--- src/rtl/config_memory_arbiter.sv ---
// config_memory_arbiter
// Two-port round-robin arbiter in front of a single-port memory with a fixed
// read latency. Only one transaction is in flight at a time. Port A may claim
// exclusive access (a_lock) across consecutive transactions.
//
// Ports
//   clk, reset_n            clock, asynchronous active-low reset
//   a_*/b_* req/we/addr/wdata  requester command, held until the matching ack
//   a_lock                  port A exclusive-access request
//   a_ack/b_ack             one-cycle completion pulse
//   a_rdata/b_rdata         read data, updated only by a read on that port
//   mem_en/mem_we/mem_addr/mem_din/mem_dout  memory interface
//   busy                    high whenever the FSM is not IDLE
module config_memory_arbiter #(
  parameter int ADDR_WIDTH   = 10,
  parameter int DATA_WIDTH   = 32,
  parameter int READ_LATENCY = 2
) (
  input  logic                  clk,
  input  logic                  reset_n,
  input  logic                  a_req,
  input  logic                  a_we,
  input  logic [ADDR_WIDTH-1:0] a_addr,
  input  logic [DATA_WIDTH-1:0] a_wdata,
  input  logic                  a_lock,
  input  logic                  b_req,
  input  logic                  b_we,
  input  logic [ADDR_WIDTH-1:0] b_addr,
  input  logic [DATA_WIDTH-1:0] b_wdata,
  output logic                  a_ack,
  output logic [DATA_WIDTH-1:0] a_rdata,
  output logic                  b_ack,
  output logic [DATA_WIDTH-1:0] b_rdata,
  output logic                  mem_en,
  output logic                  mem_we,
  output logic [ADDR_WIDTH-1:0] mem_addr,
  output logic [DATA_WIDTH-1:0] mem_din,
  input  logic [DATA_WIDTH-1:0] mem_dout,
  output logic                  busy
);

  typedef enum logic [1:0] {
    IDLE  = 2'd0,
    ISSUE = 2'd1,
    WAIT  = 2'd2,
    DONE  = 2'd3
  } state_t;

  // Cycles spent in WAIT; a latency-1 memory skips WAIT entirely.
  localparam logic [2:0] WAIT_CYCLES      = 3'(READ_LATENCY - 32'sd1);
  localparam bit         SINGLE_CYCLE_RD  = (READ_LATENCY == 32'sd1);

  state_t          state_r;
  logic            grant_b_r;   // current transaction belongs to port B
  logic            last_b_r;    // most recent grant went to B
  logic            lock_r;      // A finished a transaction while holding a_lock
  logic            cmd_we_r;
  logic [2:0]      wait_cnt_r;

  logic                  lock_hold_s;
  logic                  b_eligible_s;
  logic                  any_eligible_s;
  logic                  pick_b_s;
  logic                  sel_we_s;
  logic [ADDR_WIDTH-1:0] sel_addr_s;
  logic [DATA_WIDTH-1:0] sel_wdata_s;

  // The lock only bites while A keeps a_lock high; dropping it in IDLE
  // releases B in that same cycle.
  assign lock_hold_s    = lock_r & a_lock;
  assign b_eligible_s   = b_req & ~lock_hold_s;
  assign any_eligible_s = a_req | b_eligible_s;
  // On a tie the port that did not win last time gets the grant.
  assign pick_b_s       = b_eligible_s & (~a_req | ~last_b_r);
  assign sel_we_s       = pick_b_s ? b_we    : a_we;
  assign sel_addr_s     = pick_b_s ? b_addr  : a_addr;
  assign sel_wdata_s    = pick_b_s ? b_wdata : a_wdata;

  // Arbiter FSM: grant and command capture, memory strobe, read capture, acks.
  always_ff @(posedge clk or negedge reset_n) begin
    if (!reset_n) begin
      state_r    <= IDLE;
      grant_b_r  <= 1'b0;
      last_b_r   <= 1'b1;
      lock_r     <= 1'b0;
      cmd_we_r   <= 1'b0;
      wait_cnt_r <= 3'd0;
      a_ack      <= 1'b0;
      b_ack      <= 1'b0;
      a_rdata    <= '0;
      b_rdata    <= '0;
      mem_en     <= 1'b0;
      mem_we     <= 1'b0;
      mem_addr   <= '0;
      mem_din    <= '0;
      busy       <= 1'b0;
    end else begin
      a_ack <= 1'b0;
      b_ack <= 1'b0;
      case (state_r)
        IDLE: begin
          if (!a_lock) begin
            lock_r <= 1'b0;
          end
          if (any_eligible_s) begin
            grant_b_r <= pick_b_s;
            last_b_r  <= pick_b_s;
            cmd_we_r  <= sel_we_s;
            mem_en    <= 1'b1;
            mem_we    <= sel_we_s;
            mem_addr  <= sel_addr_s;
            mem_din   <= sel_wdata_s;
            busy      <= 1'b1;
            state_r   <= ISSUE;
          end
        end
        ISSUE: begin
          mem_en <= 1'b0;
          mem_we <= 1'b0;
          if (cmd_we_r) begin
            a_ack   <= ~grant_b_r;
            b_ack   <= grant_b_r;
            state_r <= DONE;
          end else if (SINGLE_CYCLE_RD) begin
            if (grant_b_r) begin
              b_rdata <= mem_dout;
            end else begin
              a_rdata <= mem_dout;
            end
            a_ack   <= ~grant_b_r;
            b_ack   <= grant_b_r;
            state_r <= DONE;
          end else begin
            wait_cnt_r <= WAIT_CYCLES;
            state_r    <= WAIT;
          end
        end
        WAIT: begin
          if (wait_cnt_r <= 3'd1) begin
            if (grant_b_r) begin
              b_rdata <= mem_dout;
            end else begin
              a_rdata <= mem_dout;
            end
            a_ack   <= ~grant_b_r;
            b_ack   <= grant_b_r;
            state_r <= DONE;
          end else begin
            wait_cnt_r <= wait_cnt_r - 3'd1;
          end
        end
        DONE: begin
          // a_lock is only meaningful at the end of an A transaction.
          if (!grant_b_r) begin
            lock_r <= a_lock;
          end
          busy    <= 1'b0;
          state_r <= IDLE;
        end
        default: begin
          mem_en  <= 1'b0;
          mem_we  <= 1'b0;
          busy    <= 1'b0;
          state_r <= IDLE;
        end
      endcase
    end
  end

endmodule

--- config.mk ---
export PLATFORM = sky130hd
export DESIGN_NAME = config_memory_arbiter
export DESIGN_NICKNAME = d
export VERILOG_FILES = /design/src/rtl/config_memory_arbiter.sv
export SDC_FILE = /design/constraint.sdc
export NUM_CORES = 1
export LEC_CHECK = 0
export ABC_AREA = 1
export CORE_ASPECT_RATIO = 1.1
export CORE_UTILIZATION = 36
export CTS_BUF_LIST = sky130_fd_sc_hd__clkbuf_2
export CTS_CLUSTER_DIAMETER = 60
export DETAILED_ROUTE_END_ITERATION = 16
export PLACE_DENSITY = 0.69
export SYNTH_ARGS = -nofsm -noshare
export SYNTH_HDL_FRONTEND = slang
export SYNTH_SLANG_ARGS = --single-unit
export TNS_END_PERCENT = 20
--- constraint.sdc ---
create_clock -name clk -period 2.9 [get_ports clk]
set_clock_uncertainty 0.05 [all_clocks]
set_input_delay 0.87 -clock clk [delete_from_list [all_inputs] [get_ports clk]]
set_output_delay 0.87 -clock clk [all_outputs]
set_load 0.02 [all_outputs]
* Yosys cells after proc, flatten, opt, wreduce, memory -nomap -nowiden *
Cells that the tools add are included.

operators by class
  add/sub/neg operators = 1
  multipliers = 0
  divide/modulo/power cells = 0
  magnitude comparators = 1
  equality and inequality tests = 9
  shift operators = 0
  muxes and demuxes = 24
  bitwise gates (word level) = 9
  reductions and logical operators = 12

operator list
  kind                                                  count
  two-way mux 32 bit                                    1
  inequality test 2 bit (second input constant)         6
  case mux 1 bit (2 select lines)                       6
  AND reduction 3 bit                                   4
  two-way mux 1 bit                                     10
  two-way mux 10 bit                                    1
  case mux 2 bit (4 select lines)                       1
  AND reduction 2 bit                                   4
  two-way mux 3 bit                                     2
  case mux 3 bit (2 select lines)                       1
  nonzero test 2 bit                                    3
  == test 2 bit (second input constant)                 2
  two-way mux 2 bit                                     2
  NOT 1 bit                                             4
  AND 1 bit                                             3
  <= comparator 3 x 1 -> 1 bit (second input constant)  1
  subtractor 3 x 1 -> 3 bit (second input constant)     1
  == test 2 x 1 -> 1 bit (second input constant)        1
  zero test 2 bit                                       1
  bitwise OR 1 bit                                      2

word-level totals
  register bits = 120
  bits in latches = 0
  bits in writable memories = 0
  ROM bits = 0
  input bits = 123
  output and inout port bits = 111
  word-level logic and storage cells = 71
  memories kept = 0

* Longest topological paths before layout *
Gate-level depths: netlist of the first run.

  word-level depth = 7
  gate-level depth with buffers = 9
  depth with buffers taken out = 8

* Worst setup path before layout of the first run *
No wires, ideal clock.

  path type = input port to flip-flop
  start = input a_req
  end = register mem_din[10]
  setup time = 0.116 ns
  arrival time = 1.565 ns
  data required time = 2.734 ns
  setup slack = 1.168 ns
  stages = 8
  path buffers = 2
  path through = nand2_1 nand3_2 buf_6 buf_4 nand2_1 o21ai_0 nand2_1 nand2_1

between the ends
  cells in the longest elaborated chain, start to end = 4
  elaborated cells on any way between the ends = 6
  classes of those cells = mux: 1; bitwise: 4; reduce/logical: 1

ends and longest elaborated chain
  element               line  source
  from (decl)           21    input logic a_req,
  NOT 1 bit             74    assign pick_b_s = b_eligible_s & (~a_req | ~last_b_r);
  bitwise OR 1 bit      74
  AND 1 bit             74
  two-way mux 32 bit    77    assign sel_wdata_s = pick_b_s ? b_wdata : a_wdata;
  to (signal assigned)  112   mem_din <= sel_wdata_s;
  to (decl)             37    output logic [DATA_WIDTH-1:0] mem_din,

Several ways; a longest one is shown, not always the timed one.
A chain may end at the register's enable or synchronous reset.

* Worst setup path after layout of the first run *
  start = register mem_din[23]
  end = output mem_din[23]

No word-level cell between the ends.

==> metrics.csv, run 1 <==
stage;metric;value;unit
run_status;status;finished clean;
global_route;track_usage;20.2;%
floorplan;rows;47;
power_and_ir_drop;p_leak;4.16;nW
setup_path;cp_slowest_cell;clkdlybuf4s50_1;
synthesis;ys_types;24;
synthesis;yosys-top-cells-area;dfrtp_1, nand2_1, nand4_1, inv_1, o21ai_1;
global_route;grt_start_max_net_pins;73;
setup_path;critPathTopFamily;buffers and inverters;
finish;fin_util;54.8;%
setup_path;start_kind;flip-flop;
clock_network;clk_pin_slew;0.20;ns
clock_network;cts_resized;0;
setup_path;path_cells;clkdlybuf4s50_1;
global_route;grt-ovfl-total;0;
power_and_ir_drop;comb_power_share;55.4;%
setup_path;crit_fanout;2;
setup_path;r2r_start;wait_cnt_r[1]$_DFFE_PN0P_;
detailed_routing;drt_iter0_markers;374;
synthesis;async_reset_ff_share;100;%
sta;fin_crit;2.65;ns
sta;setup_tns;0;ns
power_and_ir_drop;vdd_drop_max;0.409;mV
detailed_routing;vias_per_cell;4.72;
placed_design;dpl.hpwl;10900;um
sta;max_freq;0.377;GHz
power_and_ir_drop;swShare;45.3;%
floorplan;die_w;121;um
clock_network;cts_buffer_depth;2;
clock_network;h-tree-depth;4;
power_and_ir_drop;clkPwrFrac;12.7;%
synthesis;synth_cells;699;
setup_path;worst_ep_required_time;1.98;ns
synthesis;yosys.area.top_type;dfrtp_1;
finish;final_cell_mix;nand2_1, clkdlybuf4s50_1, dfrtp_1, nand4_1, inv_1;
hold_path;hp-class;primary input to async pin;
global_route;grt_pass1_wl;25500;um
sta;holdWs;0.115;ns
sta;finalSetupViolations;0;
power_and_ir_drop;p_int;5.06;mW
finish;seq_area;0.00300;mm2
floorplan;core;0.0152;mm2
placed_design;post-place-ws;0.287;ns
floorplan;die_h;133;um
sta;hold_violations;0;
synthesis;seq_area_frac_synth;53.5;%
placed_design;io_buffer_count;233;
synthesis;synth-edff-count;0;
synthesis;syn_nets;829;
synthesis;synth_top_flop_cell;dfrtp_1;
setup_path;cp.arrival;1.73;ns
finish;syn_to_final_growth;48.0;%
synthesis;syn_area;0.00562;mm2
clock_network;postCtsSetupRepairBufs;0;
detailed_routing;drc_errors;0;
clock_network;clock_latency;0.64;ns
synthesis;synth-seq-cells;120;
power_and_ir_drop;power_switching;4.19;mW
clock_network;cts_root_buffer;clkbuf_2;
global_route;antenna_found_initial;0;
finish;final_common_cell;nand2_1;
detailed_routing;wire_per_inst;13.9;um
detailed_routing;dr_total_vias;5325;
setup_path;cp_slowest_stage_delay;0.63;ns
finish;multiInputGateArea;0.00214;mm2
synthesis;syn_avg_cell_area;8.03;um2
power_and_ir_drop;pwr-share-seq;31.9;%
placed_design;post_dp_cell_area;0.00805;mm2
placed_design;routabilityCongestion;0.813;
finish;final_nets;1048;
clock_network;cts_tree;built;
floorplan;initial_core_util;37.0;%
setup_path;setup.worst_path.class;flip-flop to output pin;
synthesis;yosysWarningCount;0;
sta;rsz0062_at_grt;no;
clock_network;cts-hold-fix-buffers;0;
setup_path;r2r_setup_slack;0.79;ns
setup_path;setup.worst_path.start;mem_din[23]$_DFFE_PN0P_;
sta;post-route-period-util;91.3;%
finish;drive_gt1_share;6.23;%
power_and_ir_drop;p_per_area;1110;mW/mm2
sta;final_max_slew_viol_count;0;
sta;tightestPinTransition;0.779;ns
global_route;grt_pass1_vias;5158;
setup_path;worst-path-buf-inv;1;
sta;slew_headroom;48.0;%
detailed_routing;routed_wl;15700;um
finish;final_cell_area;0.00831;mm2
finish;diodes;0;
floorplan;dieArea;0.0161;mm2
flow_run;drv_cap;0;
finish;n_fill_cell;1431;
detailed_routing;ant_nets;0;
floorplan;num_io_pins;234;
setup_path;worstSetupEndpointType;output pin;
clock_network;cts_buffers;17;
synthesis;synth_top_cell_area_share;53.0;%
clock_network;cts.sinks;120;
detailed_routing;dr.pass1.iters;5;
sta;post-route-worst-setup-slack;0.251;ns
-- stage by stage --
step | total power, mW | instances
floorplan | 5.96 | 699
global placement | 8.07 | 1095
detailed placement | 8.15 | 1095
CTS | 9.34 | 1127
global route | 9.97 | 1127
finish | 9.25 | 1127
-- logic make-up (layout without fill, tap and decap cells) --
family	count (synthesis)	after routing	synth area share, %
and+or+nand+nor	418	418	31.6
adders and majority gates	7	7	1.56
AOI/OAI and AO/OA	51	51	4.63
buffers and inverters	102	334	8.53
DFF	120	120	53.5
xor gates and xnor gates	1	1	0.156
-- power groups by stage --
stage          logic [mW]  clock network (mW)  registers (mW)
2_1_floorplan        2.12                   0            3.84
3_3_place_gp         5.10                   0            2.97
3_5_place_dp         5.17                   0            2.98
4_1_cts              5.17                1.21            2.96
5_1_grt              5.63                1.29            3.05
6_report             5.12                1.17            2.95
-- synth_stat cells (2+ instances only) --
cell type  number
buf_2          17
a21oi_1         2
inv_1          51
buf_4          10
dfrtp_1       119
nor2_1          3
ha_1            7
nand3_1        11
inv_2           5
nand2_2         3
buf_6           5
nand4_1        67
o21ai_1        25
nand2_1       331
clkbuf_1       10
o21ai_0        22
buf_1           4
-- path summary, 6_finish.rpt --
check | cells after the start | to
worst min-delay path | 1 | b_rdata[8]$_DFFE_PN0P_
min in group clk | 2 | last_b_r$_DFFE_PN1P_
max in group asynchronous | 2 | a_rdata[0]$_DFFE_PN0P_
worst max-delay path | 1 | mem_din[23]
worst max register to register | 8 | b_rdata[9]$_DFFE_PN0P_
worst min register to register | 2 | last_b_r$_DFFE_PN1P_
-- layer usage --
layer | share of wire (%) | global-route usage (%) | vias up
li1 | - | - | 2666
met1 | 44 | 26.9 | 2388
met2 | 45 | 30.8 | 251
met3 | 9.4 | 6.34 | 20
met4 | 1.7 | 7.48 | 0
met5 | 0 | 0 | -
-- layout make-up --
type | count | share of cell area [%]
timing repair buffer | 246 | 29.5
tap | 196 | 2.95
multi-input combinational | 477 | 25.7
clock inverter | 15 | 2.14
sequential | 120 | 36.1
inverter | 56 | 2.53
clock buffer | 17 | 1.02
-- flip-flops by register name, summed over array words and instances, names as in the netlist --
signal / flops
grant_b_r: 1
mem_addr: 10
state_r: 2
b_rdata: 32
a_ack: 1
a_rdata: 32
lock_r: 1
mem_en: 1
mem_we: 1
wait_cnt_r: 3
busy: 1
mem_din: 32
cmd_we_r: 1
b_ack: 1
last_b_r: 1
Power figures use the tool's default switching activity.
==> run 2, diff against run 1 <==
Settings changed: CORE_ASPECT_RATIO 1.1 to not set.
==> metrics.csv, run 2 (synthesis gave the netlist of run 1 again) <==
stage;metric;value;unit;change
setup_path;critPathTopFamily;buffers and inverters;;unchanged
power_and_ir_drop;power_switching;4.08;mW;was 4.19 mW
power_and_ir_drop;p_per_area;1100;mW/mm2;was 1110 mW/mm2
sta;holdWs;0.0734;ns;was 0.115 ns
finish;final_common_cell;nand2_1;;unchanged
detailed_routing;routed_wl;15500;um;was 15700 um
setup_path;start_kind;flip-flop;;unchanged
floorplan;num_io_pins;234;;unchanged
sta;setup_tns;0;ns;unchanged
setup_path;cp_slowest_cell;clkdlybuf4s50_1;;unchanged
detailed_routing;dr_total_vias;5323;;was 5325
hold_path;hp-class;primary input to async pin;;unchanged
floorplan;dieArea;0.0161;mm2;about the same
clock_network;clk_pin_slew;0.18;ns;was 0.20 ns
finish;fin_util;54.4;%;was 54.8%
clock_network;cts_resized;0;;unchanged
clock_network;cts_buffer_depth;2;;unchanged
finish;syn_to_final_growth;47.3;%;was 48.0%
setup_path;cp.arrival;1.74;ns;was 1.73 ns
flow_run;drv_cap;0;;unchanged
sta;fin_crit;2.66;ns;was 2.65 ns
sta;post-route-worst-setup-slack;0.242;ns;was 0.251 ns
clock_network;cts-hold-fix-buffers;0;;unchanged
detailed_routing;drt_iter0_markers;246;;was 374
power_and_ir_drop;vdd_drop_max;0.541;mV;was 0.409 mV
setup_path;worst_ep_required_time;1.98;ns;about the same
power_and_ir_drop;pwr-share-seq;32.3;%;was 31.9%
sta;hold_violations;0;;unchanged
finish;reg_top3;a_rdata (32), b_rdata (32), mem_din (32);;unchanged
clock_network;cts_tree;built;;unchanged
finish;final_nets;1047;;was 1048
sta;post-route-period-util;91.7;%;was 91.3%
sta;final_max_slew_viol_count;0;;unchanged
finish;n_fill_cell;1445;;was 1431
power_and_ir_drop;clkPwrFrac;11.6;%;was 12.7%
setup_path;path_cells;clkdlybuf4s50_1;;unchanged
placed_design;io_buffer_count;233;;unchanged
clock_network;h-tree-depth;4;;unchanged
clock_network;clock_latency;0.67;ns;was 0.64 ns
finish;drive_gt1_share;5.60;%;was 6.23%
detailed_routing;ant_nets;0;;unchanged
floorplan;rows;45;;was 47
global_route;grt_pass1_wl;24900;um;was 25500 um
power_and_ir_drop;total_power;9.12;mW;was 9.25 mW
power_and_ir_drop;comb_power_share;56.1;%;was 55.4%
sta;tightestPinTransition;0.797;ns;was 0.779 ns
global_route;antenna_found_initial;0;;unchanged
power_and_ir_drop;p_leak;4.15;nW;was 4.16 nW
setup_path;crit_fanout;2;;unchanged
global_route;grt_start_max_net_pins;67;;was 73
global_route;grt_pass1_vias;4959;;was 5158
global_route;grt-ovfl-total;0;;unchanged
setup_path;setup.worst_path.class;flip-flop to output pin;;unchanged
sta;rsz0062_at_grt;no;;unchanged
placed_design;post-place-ws;0.275;ns;was 0.287 ns
floorplan;die_h;127;um;was 133 um
power_and_ir_drop;swShare;44.7;%;was 45.3%
finish;final_cell_mix;nand2_1, clkdlybuf4s50_1, dfrtp_1, nand4_1, inv_1;;unchanged
setup_path;worst-path-buf-inv;1;;unchanged
detailed_routing;drc_errors;0;;unchanged
clock_network;postCtsSetupRepairBufs;0;;unchanged
detailed_routing;wire_per_inst;13.9;um;about the same
detailed_routing;vias_per_cell;4.77;;was 4.72
floorplan;die_w;127;um;was 121 um
placed_design;dpl.hpwl;10900;um;about the same
clock_network;cts_buffers;17;;unchanged
clock_network;cts_root_buffer;clkbuf_2;;unchanged
placed_design;routabilityCongestion;0.788;;was 0.813
detailed_routing;dr.pass1.iters;6;;was 5
global_route;track_usage;20.0;%;was 20.2%
setup_path;cp_slowest_stage_delay;0.63;ns;about the same
power_and_ir_drop;p_int;5.04;mW;was 5.06 mW
sta;finalSetupViolations;0;;unchanged
setup_path;worstSetupEndpointType;output pin;;unchanged
clock_network;cts.sinks;120;;unchanged
run_status;status;finished clean;;unchanged
floorplan;initial_core_util;36.9;%;was 37.0%
floorplan;core;0.0152;mm2;about the same
sta;max_freq;0.376;GHz;was 0.377 GHz
sta;slew_headroom;46.9;%;was 48.0%
finish;diodes;0;;unchanged
[run 2: changes by cell type in the layout (fill, tap and decap cells not counted), sizes merged]
cell,before,now
clkinv,6,9
inv,58,56
clkinvlp,4,1
clkbuf,17,18
buf,14,13
[run 2: layout make-up]
type                    instances  area (um2)  area share (%)
well taps                     188         235            2.84
clock inverters                13         136            1.65
clock buffers                  18        90.1            1.09
multi-input cells             477        2140            25.8
flip-flops and latches        120        3000            36.3
repair buffers                245        2460            29.7
inverters                      56         210            2.54
[run 2: power by group through the flow]
| stage | clock [mW] | sequential, mW | combinational [mW] |
|---|---|---|---|
| after floorplan | 0 | 3.84 | 2.12 |
| after global routing | 1.16 | 3.04 | 5.60 |
| after CTS | 1.11 | 2.95 | 5.17 |
| after detailed placement | 0 | 2.98 | 5.16 |
| final | 1.06 | 2.95 | 5.12 |
| after global placement | 0 | 2.97 | 5.12 |
[run 2: metrics by stage]
step                cells  instance area (um2)
finish               1117                 8270
global route         1117                 8270
CTS                  1117                 8270
detailed placement   1086                 8040
global placement     1086                 8040
floorplan             699                 5620
[run 2: worst paths after layout]
path,start,to,slack [ns],depth (start not counted)
hold reg to reg,last_b_r$_DFFE_PN1P_,last_b_r$_DFFE_PN1P_,0.43,2
min in group clk,last_b_r$_DFFE_PN1P_,last_b_r$_DFFE_PN1P_,0.43,2
max in group asynchronous,reset_n,b_rdata[21]$_DFFE_PN0P_,2.03,2
hold / removal,reset_n,b_rdata[2]$_DFFE_PN0P_,0.07,1
setup / recovery,mem_din[30]$_DFFE_PN0P_,mem_din[30],0.24,1
setup reg to reg,state_r[0]$_DFFE_PN0P_,a_rdata[6]$_DFFE_PN0P_,0.84,6
[run 2: worst reg2reg max path, cell delays in order, from the launching register on]
cell,delay (ns)
dfrtp_1,0.46
inv_1,0.15
ha_2,0.28
nand3_1,0.48
buf_4,0.42
nand2_1,0.09
nand2_1,0.05
[run 2: per-layer routing]
metal | wire, um | GRT usage (%)
met1 | 6900 | 25.2
met2 | 6830 | 31.4
met3 | 1550 | 7.30
met4 | 223 | 7.35
met5 | 0 | 0
